`src/rtl/fabric32_pkg.sv`:
```
// Shared types and constants for the fabric32 shortest-path engine.
package fabric32_pkg;

    localparam int NODES      = 32;
    localparam int NODE_W     = 5;
    localparam int MAX_EDGES  = 128;
    localparam int MAX_PASSES = 31;

    localparam logic [31:0] RD_BASE     = 32'h0400_0000;
    localparam logic [31:0] WR_BASE     = 32'h0400_2000;
    localparam logic [15:0] INF         = 16'hFFFF;
    localparam logic [7:0]  MAX_EDGES_L = 8'd128;
    localparam logic [7:0]  MAX_PASS_L  = 8'd31;

    // Control word field positions
    localparam int CTRL_START   = 0;
    localparam int CTRL_INT_CLR = 1;
    localparam int CTRL_SRC_LSB = 4;
    localparam int CTRL_CNT_LSB = 16;

    // Edge word field positions
    localparam int EDGE_SRC_LSB = 0;
    localparam int EDGE_DST_LSB = 5;
    localparam int EDGE_W_LSB   = 10;

    typedef enum logic [3:0] {
        S_IDLE     = 4'd0,
        S_RD_REQ   = 4'd1,
        S_RD_WAIT  = 4'd2,
        S_RELAX    = 4'd3,
        S_PASS_END = 4'd4,
        S_WR_REQ   = 4'd5,
        S_WR_WAIT  = 4'd6,
        S_DONE     = 4'd7
    } state_t;

    function automatic logic [4:0] edge_src(input logic [31:0] word);
        return word[EDGE_SRC_LSB +: 5];
    endfunction

    function automatic logic [4:0] edge_dst(input logic [31:0] word);
        return word[EDGE_DST_LSB +: 5];
    endfunction

    function automatic logic [15:0] edge_weight(input logic [31:0] word);
        return word[EDGE_W_LSB +: 16];
    endfunction

    // Requested edge counts above the table size are limited to the table size
    function automatic logic [7:0] clamp_count(input logic [7:0] cnt);
        if (cnt > MAX_EDGES_L) begin
            return MAX_EDGES_L;
        end else begin
            return cnt;
        end
    endfunction

endpackage

```
`src/rtl/fabric32_relax.sv`:
```
// Single-edge relaxation: saturating distance add and improvement test.
module fabric32_relax
    import fabric32_pkg::*;
(
    input  logic [4:0]  i_src,
    input  logic [4:0]  i_dst,
    input  logic [15:0] i_dist_src,
    input  logic [15:0] i_dist_dst,
    input  logic [15:0] i_weight,
    output logic [15:0] o_new_dist,
    output logic        o_update
);

    logic [16:0] w_sum_full;
    logic [15:0] w_sum_sat;

    assign w_sum_full = {1'b0, i_dist_src} + {1'b0, i_weight};

    // Clamp the candidate at INF so an overflowing path never looks shorter
    always_comb begin
        w_sum_sat = INF;
        if (w_sum_full[16]) begin
            w_sum_sat = INF;
        end else begin
            w_sum_sat = w_sum_full[15:0];
        end
    end

    // Unreachable sources and self-loops never improve anything
    always_comb begin
        o_update = 1'b0;
        if ((i_dist_src != INF) && (i_src != i_dst) && (w_sum_sat < i_dist_dst)) begin
            o_update = 1'b1;
        end else begin
            o_update = 1'b0;
        end
    end

    assign o_new_dist = w_sum_sat;

endmodule

```
`src/rtl/fabric32.sv`:
```
// Bellman-Ford engine: fetches an edge list, relaxes until stable, writes distances.
module fabric32
    import fabric32_pkg::*;
(
    input  logic        clk,
    input  logic        arst_n,
    input  logic        ctrl_wr,
    input  logic [31:0] ctrl_in,
    output logic [31:0] ctrl_out,
    output logic        req_rd,
    output logic        req_wr,
    output logic [31:0] addr_rd,
    output logic [31:0] addr_wr,
    output logic [31:0] data_wr,
    input  logic [31:0] data_rd,
    input  logic        data_rdy,
    output logic        int_done
);

    state_t      r_state;
    logic        r_busy;
    logic        r_done;
    logic        r_int_done;
    logic [7:0]  r_pass;
    logic [7:0]  r_count;
    logic [6:0]  r_edge_idx;
    logic [4:0]  r_node_idx;
    logic        r_changed;
    logic [1:0]  r_blank_cnt;
    logic [31:0] r_edge;
    logic        r_req_rd;
    logic        r_req_wr;
    logic [31:0] r_addr_rd;
    logic [31:0] r_addr_wr;
    logic [31:0] r_data_wr;
    logic [15:0] r_dist [0:NODES-1];

    logic [4:0]  w_start_src;
    logic [7:0]  w_start_cnt;
    logic [4:0]  w_edge_src;
    logic [4:0]  w_edge_dst;
    logic [15:0] w_edge_weight;
    logic [15:0] w_new_dist;
    logic        w_update;
    logic [7:0]  w_next_edge;
    logic [7:0]  w_next_pass;
    logic        w_unused;

    assign w_start_src   = ctrl_in[CTRL_SRC_LSB +: NODE_W];
    assign w_start_cnt   = clamp_count(ctrl_in[CTRL_CNT_LSB +: 8]);
    assign w_edge_src    = edge_src(r_edge);
    assign w_edge_dst    = edge_dst(r_edge);
    assign w_edge_weight = edge_weight(r_edge);
    assign w_next_edge   = {1'b0, r_edge_idx} + 8'd1;
    assign w_next_pass   = r_pass + 8'd1;

    // Control and edge-word bits that carry no meaning for this block
    assign w_unused = ^{ctrl_in[31:24], ctrl_in[15:9], ctrl_in[3:2], r_edge[31:26]};

    fabric32_relax u_relax (
        .i_src      (w_edge_src),
        .i_dst      (w_edge_dst),
        .i_dist_src (r_dist[w_edge_src]),
        .i_dist_dst (r_dist[w_edge_dst]),
        .i_weight   (w_edge_weight),
        .o_new_dist (w_new_dist),
        .o_update   (w_update)
    );

    // Main controller: host control, memory handshake, relaxation passes, write-back
    always_ff @(posedge clk or negedge arst_n) begin
        if (!arst_n) begin
            r_state     <= S_IDLE;
            r_busy      <= 1'b0;
            r_done      <= 1'b0;
            r_int_done  <= 1'b0;
            r_pass      <= 8'd0;
            r_count     <= 8'd0;
            r_edge_idx  <= 7'd0;
            r_node_idx  <= 5'd0;
            r_changed   <= 1'b0;
            r_blank_cnt <= 2'd0;
            r_edge      <= 32'd0;
            r_req_rd    <= 1'b0;
            r_req_wr    <= 1'b0;
            r_addr_rd   <= 32'd0;
            r_addr_wr   <= 32'd0;
            r_data_wr   <= 32'd0;
            for (int n = 0; n < NODES; n++) begin
                r_dist[n] <= INF;
            end
        end else begin
            // Request strobes are single-cycle pulses unless re-asserted below
            r_req_rd <= 1'b0;
            r_req_wr <= 1'b0;

            // Interrupt clear is honoured in every state, busy or not
            if (ctrl_wr && ctrl_in[CTRL_INT_CLR]) begin
                r_done     <= 1'b0;
                r_int_done <= 1'b0;
            end

            case (r_state)
                S_IDLE: begin
                    if (ctrl_wr && ctrl_in[CTRL_START]) begin
                        r_done     <= 1'b0;
                        r_int_done <= 1'b0;
                        r_busy     <= 1'b1;
                        r_pass     <= 8'd0;
                        r_count    <= w_start_cnt;
                        r_edge_idx <= 7'd0;
                        r_node_idx <= 5'd0;
                        r_changed  <= 1'b0;
                        for (int n = 0; n < NODES; n++) begin
                            r_dist[n] <= (5'(n) == w_start_src) ? 16'h0000 : INF;
                        end
                        // An empty edge list goes straight to write-back
                        if (w_start_cnt == 8'd0) begin
                            r_state <= S_WR_REQ;
                        end else begin
                            r_state <= S_RD_REQ;
                        end
                    end else begin
                        r_state <= S_IDLE;
                    end
                end

                S_RD_REQ: begin
                    if (data_rdy) begin
                        r_req_rd    <= 1'b1;
                        r_addr_rd   <= RD_BASE + {23'd0, r_edge_idx, 2'b00};
                        r_blank_cnt <= 2'd2;
                        r_state     <= S_RD_WAIT;
                    end else begin
                        r_state <= S_RD_REQ;
                    end
                end

                S_RD_WAIT: begin
                    // Ignore ready during the request cycle and the one after it
                    if (r_blank_cnt != 2'd0) begin
                        r_blank_cnt <= r_blank_cnt - 2'd1;
                    end else if (data_rdy) begin
                        r_edge  <= data_rd;
                        r_state <= S_RELAX;
                    end else begin
                        r_state <= S_RD_WAIT;
                    end
                end

                S_RELAX: begin
                    if (w_update) begin
                        r_dist[w_edge_dst] <= w_new_dist;
                        r_changed          <= 1'b1;
                    end
                    if (w_next_edge < r_count) begin
                        r_edge_idx <= w_next_edge[6:0];
                        r_state    <= S_RD_REQ;
                    end else begin
                        r_state <= S_PASS_END;
                    end
                end

                S_PASS_END: begin
                    r_pass <= w_next_pass;
                    // Another pass only if something moved and the pass budget allows it
                    if (r_changed && (w_next_pass < MAX_PASS_L)) begin
                        r_edge_idx <= 7'd0;
                        r_changed  <= 1'b0;
                        r_state    <= S_RD_REQ;
                    end else begin
                        r_node_idx <= 5'd0;
                        r_state    <= S_WR_REQ;
                    end
                end

                S_WR_REQ: begin
                    if (data_rdy) begin
                        r_req_wr    <= 1'b1;
                        r_addr_wr   <= WR_BASE + {25'd0, r_node_idx, 2'b00};
                        r_data_wr   <= {16'h0000, r_dist[r_node_idx]};
                        r_blank_cnt <= 2'd2;
                        r_state     <= S_WR_WAIT;
                    end else begin
                        r_state <= S_WR_REQ;
                    end
                end

                S_WR_WAIT: begin
                    if (r_blank_cnt != 2'd0) begin
                        r_blank_cnt <= r_blank_cnt - 2'd1;
                    end else if (data_rdy) begin
                        if (r_node_idx == 5'(NODES - 1)) begin
                            // Flags change together so they are visible in the DONE cycle
                            r_busy     <= 1'b0;
                            r_done     <= 1'b1;
                            r_int_done <= 1'b1;
                            r_state    <= S_DONE;
                        end else begin
                            r_node_idx <= r_node_idx + 5'd1;
                            r_state    <= S_WR_REQ;
                        end
                    end else begin
                        r_state <= S_WR_WAIT;
                    end
                end

                S_DONE: begin
                    r_state <= S_IDLE;
                end

                default: begin
                    r_state <= S_IDLE;
                    r_busy  <= 1'b0;
                end
            endcase
        end
    end

    assign ctrl_out = {16'h0000, r_pass, 6'b000000, r_done, r_busy};
    assign int_done = r_int_done;
    assign req_rd   = r_req_rd;
    assign req_wr   = r_req_wr;
    assign addr_rd  = r_addr_rd;
    assign addr_wr  = r_addr_wr;
    assign data_wr  = r_data_wr;

endmodule

```
`config.mk`:
```
export PLATFORM = sky130hd
export DESIGN_NAME = fabric32
export DESIGN_NICKNAME = d
export VERILOG_FILES = /design/src/rtl/fabric32_pkg.sv /design/src/rtl/fabric32_relax.sv /design/src/rtl/fabric32.sv
export SDC_FILE = /design/constraint.sdc
export NUM_CORES = 2
export LEC_CHECK = 0
export CAP_MARGIN = 25
export CELL_PAD_IN_SITES_DETAIL_PLACEMENT = 1
export CELL_PAD_IN_SITES_GLOBAL_PLACEMENT = 2
export CORE_MARGIN = 3
export CORE_UTILIZATION = 44
export DETAILED_ROUTE_END_ITERATION = 7
export GPL_TIMING_DRIVEN = 0
export PLACE_DENSITY_LB_ADDON = 0.1
export SYNTH_ARGS = -nofsm -noshare
export SYNTH_HDL_FRONTEND = slang
export SYNTH_SLANG_ARGS = --single-unit
```
`constraint.sdc`:
```
create_clock -name clk -period 7.4 [get_ports clk]
set_clock_uncertainty 0.1 [all_clocks]
set_input_delay 0.74 -clock clk [delete_from_list [all_inputs] [get_ports clk]]
set_output_delay 0.74 -clock clk [all_outputs]
set_load 0.005 [all_outputs]
```
* Word level (Yosys, flattened, before mapping)
Index checks and enable logic that the tools add are counted.
Cells by class: add/subtract/negate cells 7, magnitude comparators 8, eq/ne operators 53, multiplexer cells 101, bitwise logic cells 5, reduce and logical (&&, ||, !) cells 30
Operator list (number):
- $mux W512 | 2
- $pmux W512 S2 | 1
- $mux W16 | 40
- $bwmux W512 | 1
- $bmux W16 S5 | 3
- $demux W16 S5 | 1
- $eq A5 B5 Y1 const A | 16
- $eq A4 B5 Y1 const A | 8
- $add A27 B7 Y28 const A | 1
- $add A27 B9 Y28 const A | 1
- $pmux W4 S7 | 1
- $mux W5 | 5
- $mux W1 | 22
- $mux W7 | 3
- $pmux W7 S3 | 1
- $eq A3 B5 Y1 const A | 4
- $ge A6 B6 Y1 const B | 3
- $ne A2 B2 Y1 const B | 9
- $not A5 Y6 | 3
- $add A16 B16 Y17 | 1
- $eq A4 B3 Y1 const B | 4
- $lt A16 B16 Y1 | 1
- $mux W4 | 4
- $mux W8 | 2
- 37 further kinds | 67
Storage, ports and cells: register bits after elaboration 658, bits of input ports 68, output and inout port bits 131, word-level logic and storage cells 252

* Longest topological paths before layout
depth after elaboration 11, mapped depth 31, depth with buffers taken out 23

* By module
From an unflattened synthesis, not the netlist that was laid out.
Unflattened totals: cell total of the unflattened synthesis 3949, area, all modules 40682.8 µm²
By module, submodules not included:
- fabric32 | times used 1, cells an instance 3753, area each 39282.7 µm², seq. area each 15830.2 µm²
- fabric32_relax | times used 1, cells an instance 196, area each 1400.1 µm², seq. area each 0.0 µm²

* Worst setup path after synthesis
Ideal clock, no wire load.
path kind register to register, from register r_edge[1], to register r_dist[165] (netlist bit), library setup time 82 ps, data arrival time 6606 ps, path slack 611 ps, stages on the path, launching flop included 28, buffers on the path 7, period minus slack after synthesis 6789 ps, cells stage by stage dfrtp_1 > buf_6 > buf_12 > mux4_1 > mux2_2 > a22oi_1 > or3b_4 > fa_1 > a211oi_1 > o21ai_0 > a31oi_1 > nand4b_1 > nand2_1 > clkbuf_1 > nor2_1 > clkbuf_1 > inv_1 > ha_1 > a211oi_1 > o21ai_0 > nand3b_1 > nor4bb_1 > o21bai_1 > buf_6 > buf_2 > o31ai_4 > buf_6 > mux2_4
Between the ends: longest elaborated chain between the ends 11, elaborated cells on any way between the ends 17, those cells by class 1 x add/sub; 1 x order compare; 3 x eq/ne; 8 x mux; 1 x bitwise; 3 x reduce/logical
Ends and longest elaborated chain:
- start, declared | RTL line fabric32.sv:30 | logic [31:0] r_edge;
- start signal, assigned | RTL line fabric32.sv:144 | r_edge <= data_rd;
- $not A5 Y6 (not written as such) | RTL line fabric32.sv:63 | .i_dist_src (r_dist[w_edge_src]),
- $bmux W16 S5 | RTL line fabric32.sv:63
- $mux W16 (not written as such) (2 in a row) | RTL line fabric32.sv:63
- $add A16 B16 Y17 | RTL line fabric32_relax.sv:17 | assign w_sum_full = {1'b0, i_dist_src} + {1'b0, i_weight};
- $mux W16 | RTL line fabric32_relax.sv:22 | if (w_sum_full[16]) begin
- $lt A16 B16 Y1 | RTL line fabric32_relax.sv:32 | if ((i_dist_src != INF) && (i_src != i_dst) && (w_sum_sat < i_dist_dst)) begin
- $logic_and A1 B1 Y1 | RTL line fabric32_relax.sv:32
- $mux W1 | RTL line fabric32_relax.sv:32
- $ne A2 B1 Y1 (no source line)
- $reduce_and A3 Y1 (no source line)
- end signal, assigned by index | RTL line fabric32.sv:115 | r_dist[n] <= (5'(n) == w_start_src) ? 16'h0000 : INF;
- end signal, assigned by index | RTL line fabric32.sv:153 | r_dist[w_edge_dst] <= w_new_dist;
- end, declared | RTL line fabric32.sv:36 | logic [15:0] r_dist [0:NODES-1];
Several ways; a longest one is shown, not always the timed one. The select of a mux whose other input is x is not followed. A chain may end at the register's enable or synchronous reset.

* Final worst setup path
from register r_edge[2], to register r_dist[269] (netlist bit)
Same word-level chain as after synthesis.

==> results.txt <==
----------------------------------------------------
[Yosys]
  Asr flop ratio synth ... 100.0%
  Average footprint of a synthesized cell ... 12.82 um2
  Count of distinct cell types in the synthesized netlist ... 76
  Post-synthesis sequential area ratio ... 36.31%
  Post-Syn Instances ... 3401
  Area of the mapped netlist ... 43600 um2
  Number of enable-type register cells in the synthesized netlist ... 0
  Number of warnings printed during yosys synthesis ... 0
  Synthesized flop and latch total ... 607
  Most instantiated flip-flop cell in the synthesis netlist ... dfstp_2

[Setup path]
  Critical Path Source Type ... flip-flop
  Worst path max stage delay ... 0.49 ns
  Buffers & Inverters on Critical Path ... 11
  Maximum fanout count along the critical path ... 10
  Crit path required time ... 7.90 ns
  Data arrival time of the critical path ... 7.91 ns
  Type of the worst setup path ... reg2reg
  CP top delay family ... buffers and inverters
  CP Capture Type ... flip-flop
  Crit-path slowest cell ... dfrtp_2

[CTS]
  Cell chosen for the clock root ... clkbuf_16
  Clock-pin transition on the worst setup and hold timing paths ... 0.06 ns
  Total clock buffers created by CTS ... 77
  Max clock buf depth ... 3
  Later-pin clock latency in the skew report ... 0.69 ns
  CTS tree ... done
  CTS H-tree lvls ... 3
  Clock sink count ... 607

[Timing]
  Hold_ws ... 0.3753 ns
  Crit share post-route ... 100.1%
  Hold violation count in the final report ... 0
  Shortest clock period the worst path allows after layout ... 7.409 ns
  Relative slew slack ... 20.89%
  Setup_tns ... -0.03609 ns
  Worst path setup slack after routing ... -0.008606 ns
  Transition time at the pin with the least slew margin ... 1.187 ns
  Final setup violation count ... 7
  Max Slew Vio Count ... 0
  Max frequency ... 135.0 MHz

[Routing]
  Remaining DRCs ... 0
  Via count ... 36510
  Via count normalized by instance count ... 7.058
  Met2 routed wirelength ... 93600 um
  Number of antenna-violating nets in the routed design ... 0
  Top routing layer in use ... met5
  Final WL ... 221100 um
  Sum of met3 wire segment lengths after detailed routing ... 32020 um
  Average wire length per cell after detail routing ... 42.74 um
  Number of iterations in the first detailed-routing pass ... 6
  Detailed-routing wirelength on met1 ... 82870 um
  Count of routing violations after the opening detailed-route iteration ... 5213

[Worst hold path]
  Class of the tightest hold or removal check ... reg2reg

[Place]
  Final RePlAce weighted congestion ... 1.061
  Total instance count after detailed placement ... 4906
  Area after detailed placement ... 47200 um2
  Half-perimeter wire length of the detailed placement result ... 170800 um
  Count of buffers from port buffering ... 87

[Die]
  Core footprint ... 97420 um2
  Floorplan die area ... 102900 um2
  DIE WIDTH ... 320.8 um
  Std-Cell Rows ... 114
  I/O pin count ... 199
  Die Ht ... 320.8 um
  Initial core utilization ... 44.75%

[Flow run]
  Number of max-cap violations ... 0

[Global routing]
  Antenna violations before repair ... 16
  Via count of the first global-routing pass ... 37160
  GRT Overall Usage ... 42.36%
  Largest net degree at the start of global routing ... 124
  First-pass GRT wire length ... 302400 um
  Remaining global-route overflow ... 0

[Cells and area]
  Layout-stage area growth over the synthesis result ... 17.98%
  Count of nets after finishing ... 3940
  Layout Cells excl Fill ... 5173
  Post-route standard cell area excluding fillers ... 51430 um2
  Layout cell share with drive strength beyond 1 ... 53.19%

[Status]
  Run status ... finished, violations left
  Violated checks ... setup timing

----------------------------------------------------
## layout by cell type, fill, tap and decap left out, types with 14 or more instances in the layout
cell type,n
o31ai_4,33
ha_1,42
mux4_1,17
o21ai_0,605
and3_1,26
dfstp_2,512
nor2b_1,14
buf_8,36
a221oi_1,16
mux2i_1,48
buf_2,33
dfrtp_1,94
a22oi_1,79
nand2_1,146
clkinv_2,17
conb_1,87
buf_4,222
buf_12,19
mux2_2,276
xnor2_1,15
clkdlybuf4s50_1,86
mux4_2,376
a21oi_1,59
nor2_1,32
inv_1,34
clkbuf_1,185
nand3_1,26
buf_6,51
a22o_1,17
clkbuf_16,81
nand2b_1,22
buf_1,22
mux2_4,290
## what timing repair did
action                                  CTS  global route
hold endpoints to repair                  8             0
pin swaps                                43             7
setup buffers                            94            26
endpoints found under the setup margin  513           512
cloned                                    0             1
gates resized for setup                  80            49
hold buffers                              1             0
## synthesized netlist by cell type (12+ instances only)
master | number | share of area, %
mux4_2 | 372 | 19
buf_1 | 35 | 0.30
a221oi_1 | 16 | 0.32
a22o_1 | 17 | 0.34
nor2_1 | 43 | 0.37
mux2_2 | 276 | 7.1
nand3_1 | 28 | 0.32
o31ai_4 | 32 | 1.6
clkbuf_1 | 192 | 1.7
nand2_1 | 149 | 1.3
o21ai_0 | 610 | 7.0
nor3_1 | 14 | 0.16
nand3b_1 | 12 | 0.21
nand2b_1 | 22 | 0.32
a22oi_1 | 81 | 1.4
inv_1 | 34 | 0.29
mux4_1 | 21 | 1.3
a21oi_1 | 60 | 0.69
dfstp_2 | 512 | 31
buf_4 | 102 | 1.8
nor2b_1 | 14 | 0.20
and3_1 | 27 | 0.39
xnor2_1 | 15 | 0.30
ha_1 | 44 | 1.3
buf_2 | 18 | 0.21
mux2_4 | 290 | 10
mux2i_1 | 56 | 1.3
buf_6 | 46 | 1.2
dfrtp_1 | 95 | 5.5
## worst register-to-register path: cells and delay by family (launching register included)
family | cells | cell delay, ns
buf+inv | 11 | 2.49
compound gates | 10 | 2.17
mux | 2 | 0.82
fa+ha+maj | 2 | 0.64
simple gates | 5 | 0.63
flops | 1 | 0.49
## kinds of logic after synthesis
kind of cell / synth area share, %
AOI/OAI and AO/OA: 12.73
xor gates and xnor gates: 0.4420
adders and majority gates: 1.309
buffers and inverters: 6.127
DFF: 36.31
muxes: 38.88
other: 0.008602
and+or+nand+nor: 4.190
## through the flow
step           worst slack (ns)  util, %
4_1_cts                 0.01583    52.26
3_3_place_gp             -21.32    47.62
6_report              -0.008606    52.80
3_5_place_dp             -2.816    48.45
2_1_floorplan            0.6114        -
5_1_grt                -0.07770    52.78
## per-layer routing
| layer | global-route usage (%) | vias up |
|---|---|---|
| met5 | 0 | - |
| met4 | 18.37 | 14 |
| met3 | 20.47 | 606 |
| met2 | 62.02 | 2669 |
| met1 | 53.32 | 19360 |
| li1 | - | 13860 |
## worst paths after layout
check | start | end | slack [ns] | depth (start not counted)
min in group asynchronous | arst_n | r_edge_idx[5]$_DFFE_PN0P_ | 0.57 | 2
max in group asynchronous | arst_n | r_edge[4]$_DFFE_PN0P_ | 4.63 | 5
max | r_edge[2]$_DFFE_PN0P_ | r_dist[269]$_DFFE_PN1P_ | -0.009 | 30
max reg2reg | r_edge[2]$_DFFE_PN0P_ | r_dist[269]$_DFFE_PN1P_ | -0.009 | 30
min | addr_wr[5]$_DFFE_PN0P_ | addr_wr[5]$_DFFE_PN0P_ | 0.38 | 2
min reg2reg | addr_wr[5]$_DFFE_PN0P_ | addr_wr[5]$_DFFE_PN0P_ | 0.38 | 2
## flip-flops by register name (all words and copies together), names as in the netlist
register	flops
req_rd	1
int_done	1
r_done	1
data_wr	16
r_state	3
r_dist	512
r_node_idx	5
req_wr	1
r_edge	26
r_changed	1
r_pass	8
addr_rd	8
r_busy	1
r_edge_idx	7
addr_wr	6
r_count	8
r_blank_cnt	2
## area by class of cell
cell class / count / area [um2]
Antenna cell: 7 / 17.52
Buffer: 403 / 2670
Clock buffer: 109 / 2210
Clock inverter: 33 / 437.9
Fill cell: 9785 / 45990
Inverter: 35 / 131.4
Multi-Input combinational cell: 2428 / 25740
Sequential cell: 607 / 15830
Tap cell: 1276 / 1597
Timing Repair Buffer: 275 / 2804
Power is not shown: default switching activity piles up to over one toggle a cycle in this logic, so the estimate is an artifact.
